==> src/rtl/pdp8_memseq.sv <==
// PDP-8 memory access sequencer: one req/ack word access at a time, driving
// registered async-SRAM strobes with programmable wait states.
module pdp8_memseq #(
   parameter int unsigned RD_WAIT = 2,
   parameter int unsigned WR_WAIT = 2
) (
   input  logic        clk,
   input  logic        reset,
   input  logic        req,
   input  logic        we,
   input  logic [14:0] addr,
   input  logic [11:0] wdata,
   output logic [11:0] rdata,
   output logic        ack,
   output logic        busy,
   output logic [14:0] ram_addr,
   output logic [11:0] ram_data_in,
   input  logic [11:0] ram_data_out,
   output logic        ram_rd,
   output logic        ram_wr
);

   typedef enum logic [2:0] {StIdle, StRd, StWsetup, StWpulse, StWhold} state_e;

   localparam logic [3:0] RdLoad = 4'(RD_WAIT - 1);
   localparam logic [3:0] WrLoad = 4'(WR_WAIT - 1);

   state_e      state_q, state_d;
   logic [3:0]  cnt_q, cnt_d;
   logic [14:0] addr_q, addr_d;
   logic [11:0] data_q, data_d;
   logic [11:0] rdata_q, rdata_d;
   logic        rd_q, rd_d;
   logic        wr_q, wr_d;
   logic        ack_q, ack_d;
   logic        busy_q, busy_d;

   always_ff @(posedge clk) begin
      if (reset) begin
         state_q <= StIdle;
         cnt_q   <= 4'd0;
         addr_q  <= 15'd0;
         data_q  <= 12'd0;
         rdata_q <= 12'd0;
         rd_q    <= 1'b0;
         wr_q    <= 1'b0;
         ack_q   <= 1'b0;
         busy_q  <= 1'b0;
      end else begin
         state_q <= state_d;
         cnt_q   <= cnt_d;
         addr_q  <= addr_d;
         data_q  <= data_d;
         rdata_q <= rdata_d;
         rd_q    <= rd_d;
         wr_q    <= wr_d;
         ack_q   <= ack_d;
         busy_q  <= busy_d;
      end
   end

   always_comb begin
      state_d = state_q;
      cnt_d   = cnt_q;
      addr_d  = addr_q;
      data_d  = data_q;
      rdata_d = rdata_q;
      rd_d    = 1'b0;
      wr_d    = 1'b0;
      ack_d   = 1'b0;
      unique case (state_q)
         StIdle: begin
            if (req) begin
               addr_d = addr;
               data_d = wdata;
               if (we) begin
                  state_d = StWsetup;
                  cnt_d   = WrLoad;
               end else begin
                  state_d = StRd;
                  cnt_d   = RdLoad;
                  rd_d    = 1'b1;
               end
            end
         end
         StRd: begin
            // RD also covers the trailing ack cycle, marked by the strobe being low.
            if (rd_q) begin
               if (cnt_q == 4'd0) begin
                  rdata_d = ram_data_out;
                  ack_d   = 1'b1;
               end else begin
                  cnt_d = cnt_q - 4'd1;
                  rd_d  = 1'b1;
               end
            end else begin
               state_d = StIdle;
            end
         end
         StWsetup: begin
            state_d = StWpulse;
            wr_d    = 1'b1;
         end
         StWpulse: begin
            if (cnt_q == 4'd0) begin
               state_d = StWhold;
               ack_d   = 1'b1;
            end else begin
               cnt_d = cnt_q - 4'd1;
               wr_d  = 1'b1;
            end
         end
         StWhold: begin
            state_d = StIdle;
         end
         default: begin
            state_d = StIdle;
         end
      endcase
      busy_d = (state_d != StIdle);
   end

   assign rdata       = rdata_q;
   assign ack         = ack_q;
   assign busy        = busy_q;
   assign ram_addr    = addr_q;
   assign ram_data_in = data_q;
   assign ram_rd      = rd_q;
   assign ram_wr      = wr_q;

endmodule
==> config.mk <==
export PLATFORM = sky130hd
export DESIGN_NAME = pdp8_memseq
export DESIGN_NICKNAME = d
export VERILOG_FILES = /design/src/rtl/pdp8_memseq.sv
export SDC_FILE = /design/constraint.sdc
export NUM_CORES = 1
export LEC_CHECK = 0
export ABC_AREA = 0
export BUFFER_PORTS_ARGS = -buffer_cell sky130_fd_sc_hd__buf_2
export CELL_PAD_IN_SITES_DETAIL_PLACEMENT = 1
export CELL_PAD_IN_SITES_GLOBAL_PLACEMENT = 1
export CORE_ASPECT_RATIO = 0.6
export CORE_MARGIN = 1
export CORE_UTILIZATION = 35
export CTS_CLUSTER_SIZE = 28
export DETAILED_ROUTE_END_ITERATION = 10
export HOLD_SLACK_MARGIN = 0.12
export PLACE_DENSITY = 0.89
export REMOVE_ABC_BUFFERS = 1
export SLEW_MARGIN = 15
export SYNTH_ARGS = -nofsm -noshare
export SYNTH_HDL_FRONTEND = slang
export SYNTH_SLANG_ARGS = --single-unit
==> constraint.sdc <==
create_clock -name clk -period 3.9 [get_ports clk]
set_input_delay 1.17 -clock clk [delete_from_list [all_inputs] [get_ports clk]]
set_output_delay 1.17 -clock clk [all_outputs]
set_load 0.01 [all_outputs]
* Word level (Yosys, flattened, before mapping)
Cells that the tools add are included.
Word-level totals: bits in registers 50, latch bits 0, memory bits (writable) 0, bits in read-only memories 0, bits of input ports 43, output and inout port bits 43, memories kept 0
Operators by class: add/subtract/negate cells 1, $mul 0, divide/modulo/power cells 0, order comparisons 0, equality and inequality tests 5, shift-type cells 0, muxes and demuxes 18, bitwise logic cells 0, reductions and logical operators 7
Operators with widths (count):
- 2-to-1 mux 4 bit | 3
- one-hot mux 3 bit (4 select lines) | 1
- one-hot mux 4 bit (3 select lines) | 1
- 2-to-1 mux 3 bit | 3
- equality test 3 x 2 -> 1 bit, second input constant | 2
- 2-to-1 mux 1 bit | 6
- one-hot mux 1 bit (2 select lines) | 3
- AND reduction 3 bit | 2
- nonzero test 3 bit | 2
- logical NOT 4 bit | 1
- != test 2 bit, second input constant | 2
- subtractor 4 x 1 -> 4 bit, second input constant | 1
- equality test 3 x 1 -> 1 bit, second input constant | 1
- logical NOT 3 bit | 1
- 2-to-1 mux 2 bit | 1
- AND reduction 2 bit | 1

* Logic depth before layout (Yosys ltp)
Gate-level depths: netlist (run 1).
depth after elaboration 4, gate-level depth with buffers 8, depth with buffers taken out 6

* Worst setup path before layout (run 1)
Ideal clock, no wire load.
path kind input port to flip-flop, from input req, to register addr_q[0], in the netlist ram_addr[0], arrival 2.014 ns, path slack 1.754 ns, stages on the path 6, path buffers 2, cells stage by stage nand2b_1 > or3_1 > clkbuf_1 > buf_2 > nand2_1 > a21oi_1
Between the ends: longest elaborated chain between the ends 1
Ends and longest elaborated chain:
- start, declared | line 9 | input logic req,
- AND reduction 2 bit (no line)
- end signal, assigned | line 52 | addr_q <= addr_d;
- end, declared | line 30 | logic [14:0] addr_q, addr_d;
Every way passes these cells. A chain may end at the register's enable or synchronous reset.

* Worst setup path after layout (run 1)
from input req, to register rd_q, in the netlist ram_rd
Between the ends: longest elaborated chain between the ends 2
Ends and longest elaborated chain:
- 2-to-1 mux 1 bit | line 73 | if (req) begin
- one-hot mux 1 bit (2 select lines) | line 71 | unique case (state_q)
- end signal, assigned | line 55 | rd_q <= rd_d;
- end, declared | line 33 | logic rd_q, rd_d;
Every way passes these cells.

==> results_dict.tcl, run 1 <==
set metrics [dict create \
    skew_ps 7.97 \
    p_leak_nw 1.19 \
    detail-route-antenna-nets 0 \
    netlist_top_cells_area "dfxtp_1 (54%), nand2_1 (11%), a21oi_1 (7.6%), mux2i_1 (6.5%), nor2_1 (3.3%)" \
    core-area_um2 4800 \
    synth_area_um2 1840 \
    finalPower_w 0.00101 \
    seq_area_frac_synth 0.545 \
    grt_pass1_wl_um 7570 \
    hold_path_class "reg -> reg" \
    ys_async_sr_fraction 0 \
    max_stage_delay_ps 720 \
    placed_area_um2 2300 \
    synth_edf_count 0 \
    grt_pass1_vias 1622 \
    fin_crit_sh 0.611 \
    num_rows 19 \
    endpoint_kind "register" \
    start_util 0.382 \
    required_ps 4100 \
    portBuffers 85 \
    fmax_ghz 0.419 \
    max_slew_margin 0.371 \
    finalSetupViolCount 0 \
    antenna_found_initial 0 \
    routedWlPerCell_um 13.5 \
    yosysTopAreaCell "dfxtp_1" \
    syn2layout_area_growth_pct 30.2 \
    hold_viol 0 \
    insertion_delay_ps 300 \
    syn-instance-count 208 \
    cts_setup_buffers 0 \
    overflow 0 \
    maxCapViolations 0 \
    synth_warnings 0 \
    cts_resized 0 \
    pin_count 86 \
    fillers 617 \
    cts_made_buffers 5 \
    dr.pass1.iters 4 \
    path_max_fanout 28 \
    dr.first_iter.drc_count 47 \
    worst_pin_slew_ps 944 \
    die_w_um 95.5 \
    num_antenna_cells 0 \
    drc 0 \
    vdd_drop_max_mv 0.171 \
    die_y_um 58.1 \
    die_area_um2 5550 \
    avgSynthCellArea_um2 8.83 \
    outcome "completed" \
    cts.clk_slew.worst_paths_ps 90 \
    crit_arrival_ps 2590 \
    cts_root_buf "clkbuf_8" \
    fin_nets 332 \
    criticalPathCategory "in -> reg" \
    power.density_nw_per_um2 421 \
    rsz0062_at_grt "false" \
    cts_buffer_depth 2 \
    drive_gt1_frac 0.343 \
    gp_congestion 0.776 \
    grt_usage 0.181 \
    yosys.area.top_type_share 0.545 \
    crit_path_cell_trace "buf_2, nand2b_1, or3_1, o22a_1, nor4_1" \
    vias 1721 \
    ys.flop_type "dfxtp_1" \
    hpwl_um 3440 \
    postLayoutCellArea_um2 2390 \
    clock_sinks 50 \
    ys_types 31 \
    cts_tree "done" \
    hold-worst-slack_ps 457 \
    htreeDepth 2 \
    fin_setup_tns_ps 0 \
    hold_buffers 0 \
    layout_min_cycle_time_ps 2380 \
    slowest_stage "or3_1" \
    worstSetupStartpointType "input pin" \
    grt_max_degree 32 \
    drt-vias-per-instance 4.89 \
    totalWireLength_um 4760 \
    synth_seq_cells 50 \
    maxSlewViolCount 0 \
]
## area by class of cell
| class | count | area, um2 | area share |
|---|---|---|---|
| timing repair buffer | 87 | 440 | 0.184 |
| inverter | 3 | 11.3 | 0.00471 |
| clock inverter | 2 | 12.5 | 0.00523 |
| sequential | 50 | 1000 | 0.419 |
| clock buffer | 6 | 82.6 | 0.0345 |
| tap | 63 | 78.8 | 0.0330 |
| multi-input combinational | 141 | 764 | 0.320 |
## metal layers
| layer | part of all wire | GRT usage | vias up |
|---|---|---|---|
| li1 | - | - | 855 |
| met3 | 0.085 | 0.0709 | 7 |
| met4 | 0.0092 | 0.0448 | 0 |
| met5 | 0 | 0 | - |
| met1 | 0.49 | 0.247 | 799 |
| met2 | 0.41 | 0.270 | 60 |
## flip-flops by register name, indices dropped and copies added (netlist names)
register	cells
rdata	12
ram_wr	1
ram_data_in	12
ram_addr	15
ram_rd	1
ack	1
cnt_q	4
state_q	3
busy	1
## worst paths after layout
kind / startpoint / endpoint / slack, ps / cells past startpoint
worst max-delay path: req / ram_rd / 1520 / 5
worst min-delay path: ram_addr[14] / ram_addr[14] / 460 / 2
worst min register to register: ram_addr[14] / ram_addr[14] / 460 / 2
worst max register to register: cnt_q[0] / rdata[8] / 1710 / 6
## logic make-up (layout without fill, tap and decap cells)
group                      after synthesis  in the layout  share of synthesized area
buffers and inverters                   17             98                     0.0416
and+or+nand+nor                         89             89                      0.217
AOI/OAI and AO/OA                       39             39                      0.125
adders and majority gates                1              1                    0.00681
muxes                                   12             12                     0.0654
DFF                                     50             50                      0.545
## placed cells by master (no fill, tap or decap), types with 2 or more instances in the layout
master and count:
nor3b_1 2, buf_4 2, nor3_1 4, nand2_1 56
dfxtp_1 50, o21ai_0 2, nand3_1 2, nor2_1 16
buf_2 85, inv_1 3, a21oi_1 28, mux2i_1 12
clkbuf_8 6
## metrics by stage
step / setup slack, ps / std cells / utilization
floorplan: 492 / 194 / -
CTS: 1480 / 352 / 0.498
global route: 1390 / 352 / 0.498
finish: 1520 / 352 / 0.498
detailed placement: 1160 / 344 / 0.478
global placement: 1250 / 344 / 0.478
## critical path, delay by kind of cell
family | cells | cell delay (ps)
and+or+nand+nor | 3 | 980
AOI/OAI and AO/OA | 1 | 360
buffers and inverters | 1 | 80
## cell usage after synthesis, types with 2 or more instances
master,n
a21oi_1,28
buf_2,4
clkbuf_1,9
dfxtp_1,50
inv_1,3
mux2i_1,12
nand2_1,56
nand3_1,2
nor2_1,16
nor3_1,5
nor3b_1,2
o21ai_0,2
## power breakdown
group	total [W]	internal [W]	switching, W
Clock	0.000312	0.000143	0.000169
Sequential	0.000554	0.000537	0.0000170
Combinational	0.000140	0.0000603	0.0000801
Note: power is estimated with default switching activity, not from simulation.
==> run 2, diff against run 1 <==
- CORE_UTILIZATION: 35 -> 29
- PLACE_DENSITY: 0.89 -> 0.79
- clock period: 3.9 -> 2 ns (I/O delays scaled with it)
==> run 2 against run 1 <==
  * Critical path depth is 2 higher
  * Worst hold slack hardly changed
  * Global-route usage decreased by 3.3 points
  * Non-clock buffer count is 6 higher
  * Critical path type is now reg -> reg
  * Utilization shrank 9.3 points
  * First-iteration DRC count rose by 19%
  * Clock power grew 96%
  * Clock skew down 0.64 ps
==> results_dict.tcl, run 2 (synthesis results as in run 1) <==
set metrics [dict create \
    max_slew_margin 0.779 \
    layout_commonest_cell "buf_2" \
    num_antenna_cells 0 \
    hold_viol 0 \
    gp_congestion 0.704 \
    r2r-start "cnt_q[0]" \
    required_ps 2180 \
    grt_usage 0.148 \
    criticalPathCategory "reg -> reg" \
    grt_pass1_vias 1672 \
    grt_pass1_wl_um 7750 \
    die_area_um2 6670 \
    cts_made_buffers 5 \
    hold_path_class "reg -> reg" \
    p_leak_nw 1.22 \
    hold-worst-slack_ps 457 \
    place_inst 371 \
    outcome "completed" \
    cts_buffer_depth 2 \
    cts_resized 0 \
    max_stage_delay_ps 460 \
    hpwl_um 3570 \
    maxCapViolations 0 \
    fin_nets 338 \
    timing.final.ws_setup_ps 171 \
    pre_cts_ws_ps 177 \
    cp-endpoint "rdata[6]" \
    worstSetupPathDepth 7 \
    drive_gt1_frac 0.356 \
    grt_max_degree 33 \
    drt-vias-per-instance 4.52 \
    fillers 781 \
    fin_setup_tns_ps 0 \
    reg2reg_to "rdata[6]" \
    die_y_um 63.6 \
    vias 1712 \
    routedWlPerCell_um 12.4 \
    drc 0 \
    insertion_delay_ps 300 \
    vdd_drop_max_mv 0.278 \
    htreeDepth 2 \
    worst_pin_slew_ps 331 \
    hold_buffers 0 \
    dr.first_iter.drc_count 56 \
    syn2layout_area_growth_pct 34.7 \
    portBuffers 85 \
    totalWireLength_um 4720 \
    largest_reg_flops 15 \
    cp_num_buf_inv 2 \
    path_max_fanout 12 \
    cts_tree "done" \
    num_rows 22 \
    r2r_slack_ps 170 \
    power.density_nw_per_um2 801 \
    cp_top_family "simple AND/OR/NAND/NOR gates" \
    crit_arrival_ps 2010 \
    maxSlewViolCount 0 \
    start_util 0.301 \
    cts_root_buf "clkbuf_8" \
    core-area_um2 6110 \
    crit_path_cell_trace "inv_1, ha_1, nor3b_4, or4b_1, buf_4, mux2i_1, nor2_1" \
    worstSetupStartpointType "register" \
    critPathLaunch "cnt_q[0]" \
    clock_sinks 50 \
    rsz0062_at_grt "false" \
    skew_ps 7.33 \
    finalSetupViolCount 0 \
    final_cell_mix "buf_2 (85), nand2_1 (56), dfxtp_1 (50)" \
    endpoint_kind "register" \
    slowest_stage "or4b_1" \
    min_path_cells 2 \
    fmax_ghz 0.547 \
    fin_crit_sh 0.915 \
    post-route-util 0.405 \
    dr.pass1.iters 4 \
    pin_count 86 \
    die_w_um 105 \
    detail-route-antenna-nets 0 \
    cts_setup_buffers 0 \
    rr_worst_depth 7 \
    stdcell_count 379 \
    antenna_found_initial 0 \
    cts.clk_slew.worst_paths_ps 90 \
    layout_min_cycle_time_ps 1830 \
    overflow 0 \
]
## run 2: cell types whose count changed in the layout (fill, tap and decap cells not counted)
cell / before / now
buf_4: 2 / 7
buf_12: 0 / 1
## run 2: cell type report
cell class | instances | area, um2 | area share
Timing Repair Buffer | 93 | 498 | 0.201
Inverter | 3 | 11.3 | 0.00455
Tap cell | 84 | 105 | 0.0425
Clock buffer | 6 | 82.6 | 0.0334
Clock inverter | 2 | 12.5 | 0.00506
Sequential cell | 50 | 1000 | 0.404
Multi-Input combinational cell | 141 | 764 | 0.309
## run 2: through the flow
step           cell area (um2)  total power [W]
4_1_cts                   2470          0.00202
6_report                  2470          0.00198
2_1_floorplan             1770          0.00124
3_5_place_dp              2380          0.00140
3_3_place_gp              2380          0.00139
5_1_grt                   2470          0.00210
## run 2: tightest hold or removal path, delay by kind of cell (launching register included)
family,cells,cell delay (ps)
flip-flops,1,320
AO/OA/AOI/OAI,1,50
AND/OR/NAND/NOR,1,50
## run 2: how the worst min path moves through the flow
stage,startpoint,slack (ps),endpoint
floorplan,cnt_q[0],460,cnt_q[0]
global placement,ram_data_in[3],440,ram_data_in[3]
detailed placement,ram_data_in[2],450,ram_data_in[2]
CTS,ram_data_in[2],460,ram_data_in[2]
global route,ram_addr[13],480,ram_addr[13]
finish,ram_addr[8],460,ram_addr[8]
## run 2: metal layers
metal / vias to the layer above / track usage / wire length (um)
li1: 865 / - / -
met4: 0 / 0.0581 / 64
met3: 6 / 0.0435 / 277
met5: - / 0 / 0
met2: 55 / 0.224 / 1990
met1: 786 / 0.197 / 2380
## run 2: where the power goes
group	internal [W]	total, W	switching (W)
Sequential	0.00105	0.00108	0.0000318
Clock	0.000279	0.000611	0.000332
Combinational	0.000133	0.000293	0.000160
Total	0.00146	0.00198	0.000524
==> run 3, diff against run 2 <==
- CORE_UTILIZATION: 29 -> 32
- PLACE_DENSITY: 0.79 -> 0.82
- clock period: 2 -> 1.8 ns (I/O delays scaled with it)
==> run 3 against run 2 <==
  * Clock power up 8.0%
  * Total power up 12%
  * Utilization up 8.5 points
  * Critical path type unchanged
  * Register-to-register slack worse by 120 ps
  * Sequential share of layout area down 1.5 points
  * Routed wire length up 6.6%
  * Cell count unchanged
  * Die area down 9.1%
  * Setup slack worse by 120 ps
  * Clock skew down 2.8 ps
  * Count of clock-buffer cells in the layout up 1
  * Largest power group unchanged
  * Critical endpoint is now rdata[5]
==> results_dict.tcl, run 3 (synthesis results as in run 1) <==
set metrics [dict create \
    outcome "completed" \
    cts_root_buf "clkbuf_8" \
    portBuffers 85 \
    r2r-start "cnt_q[1]" \
    cts_tree "done" \
    grt_pass1_vias 1751 \
    maxCapViolations 0 \
    layout_min_cycle_time_ps 1750 \
    p_leak_nw 1.27 \
    gp_congestion 0.770 \
    cts_buffer_depth 2 \
    start_util 0.348 \
    drc 0 \
    grt_pass1_wl_um 8180 \
    hp-start "ram_data_in[11]" \
    finalSetupViolCount 0 \
    skew_ps 4.57 \
    grt_max_degree 28 \
    rsz0062_at_grt "true" \
    p_int_w 0.00164 \
    min_path_cells 2 \
    worstSetupStartpointType "register" \
    cts_made_buffers 5 \
    dr.first_iter.drc_count 55 \
    max_slew_margin 0.777 \
    insertion_delay_ps 290 \
    routedWlPerCell_um 13.3 \
    die_w_um 99.8 \
    placed_area_um2 2410 \
    required_ps 1990 \
    vdd_drop_max_mv 0.321 \
    reg2reg_to "rdata[5]" \
    fillers 658 \
    worst_pin_slew_ps 334 \
    pin_count 86 \
    path_max_fanout 6 \
    die_area_um2 6060 \
    final_cell_mix "buf_2 (85), nand2_1 (56), dfxtp_1 (48)" \
    layout_commonest_cell "buf_2" \
    crit_arrival_ps 1930 \
    fin_setup_tns_ps 0 \
    syn2layout_area_growth_pct 40.7 \
    power.density_nw_per_um2 858 \
    hold_buffers 0 \
    overflow 0 \
    post-route-util 0.490 \
    rr_worst_depth 7 \
    detail-route-antenna-nets 0 \
    clock_sinks 50 \
    comb_power_share 0.163 \
    num_rows 20 \
    crit_path_cell_trace "inv_2, ha_4, nor3b_4, or4b_4, buf_12, mux2i_2, nor2_1" \
    hold_path_end "ram_data_in[11]" \
    core-area_um2 5280 \
    max_stage_delay_ps 530 \
    fin_crit_sh 0.970 \
    cts.clk_slew.worst_paths_ps 80 \
    htreeDepth 2 \
    p_sw_w 0.000573 \
    drive_gt1_frac 0.391 \
    pwr-share-seq 0.540 \
    drt-vias-per-instance 4.59 \
    hold-worst-slack_ps 453 \
    postLayoutCellArea_um2 2580 \
    antenna_found_initial 0 \
    fmax_ghz 0.573 \
    die_y_um 60.7 \
    grt_usage 0.176 \
    totalWireLength_um 5030 \
    vias 1738 \
    p_sw_frac 0.258 \
    hold_path_class "reg -> reg" \
    num_antenna_cells 0 \
    endpoint_kind "register" \
    fin_nets 345 \
    hpwl_um 3780 \
    r2r_slack_ps 50 \
    slowest_stage "or4b_4" \
    p_clk_frac 0.298 \
    hold_viol 0 \
    maxSlewViolCount 0 \
    criticalPathCategory "reg -> reg" \
    finalPower_w 0.00222 \
    dr.pass1.iters 3 \
    largest_reg_flops 15 \
]
[run 3: worst max path at each step]
stage	to	slack (ps)	depth (start not counted)	start
after detailed placement	rdata[6]	5	7	cnt_q[0]
final	rdata[5]	50	7	cnt_q[1]
after global routing	rdata[5]	-20	7	cnt_q[1]
after CTS	rdata[6]	7	7	cnt_q[0]
after floorplan	cnt_q[2]	-980	4	req
after global placement	rdata[8]	80	7	cnt_q[1]
[run 3: metal layers]
metal / GRT usage / share of wire / vias to the layer above
li1: - / - / 880
met1: 0.231 / 0.51 / 805
met2: 0.296 / 0.44 / 49
met3: 0.0484 / 0.053 / 4
met4: 0.0378 / 0.0038 / 0
met5: 0 / 0 / -
[run 3: timing repair]
action	CTS	global route
pin swaps	0	4
endpoints found under the setup margin	6	16
buffers inserted	0	2
gates cloned	0	1
gates resized for setup	1	12
[run 3: power by group through the flow]
stage	clock (W)	sequential, W	combinational [W]
floorplan	0	0.00124	0.000131
global placement	0	0.00122	0.000339
detailed placement	0	0.00122	0.000353
CTS	0.000699	0.00120	0.000354
global route	0.000747	0.00120	0.000403
finish	0.000660	0.00120	0.000361
[run 3: layout make-up]
type	instances	area, um2	share of cell area
timing repair buffer	100	593	0.229
clock inverter	1	5.00	0.00194
tap	77	96.3	0.0373
clock buffer	7	86.3	0.0334
sequential	50	1010	0.389
multi-input combinational	141	785	0.303
inverter	3	13.8	0.00532
[run 3: worst max-delay path, delay by kind of cell, from the launching register on]
kind | cells | cell delay, ps
AND/OR/NAND/NOR | 3 | 770
flip-flops | 1 | 330
buffers and inverters | 2 | 240
multiplexers | 1 | 160
adder cells (fa/ha/maj) | 1 | 130
[run 3: metrics by stage]
step | instances | setup WS (ps)
5_1_grt | 379 | -22.8
2_1_floorplan | 194 | -978
3_3_place_gp | 368 | 84.0
4_1_cts | 376 | 6.79
6_report | 379 | 54.5
3_5_place_dp | 368 | 4.83
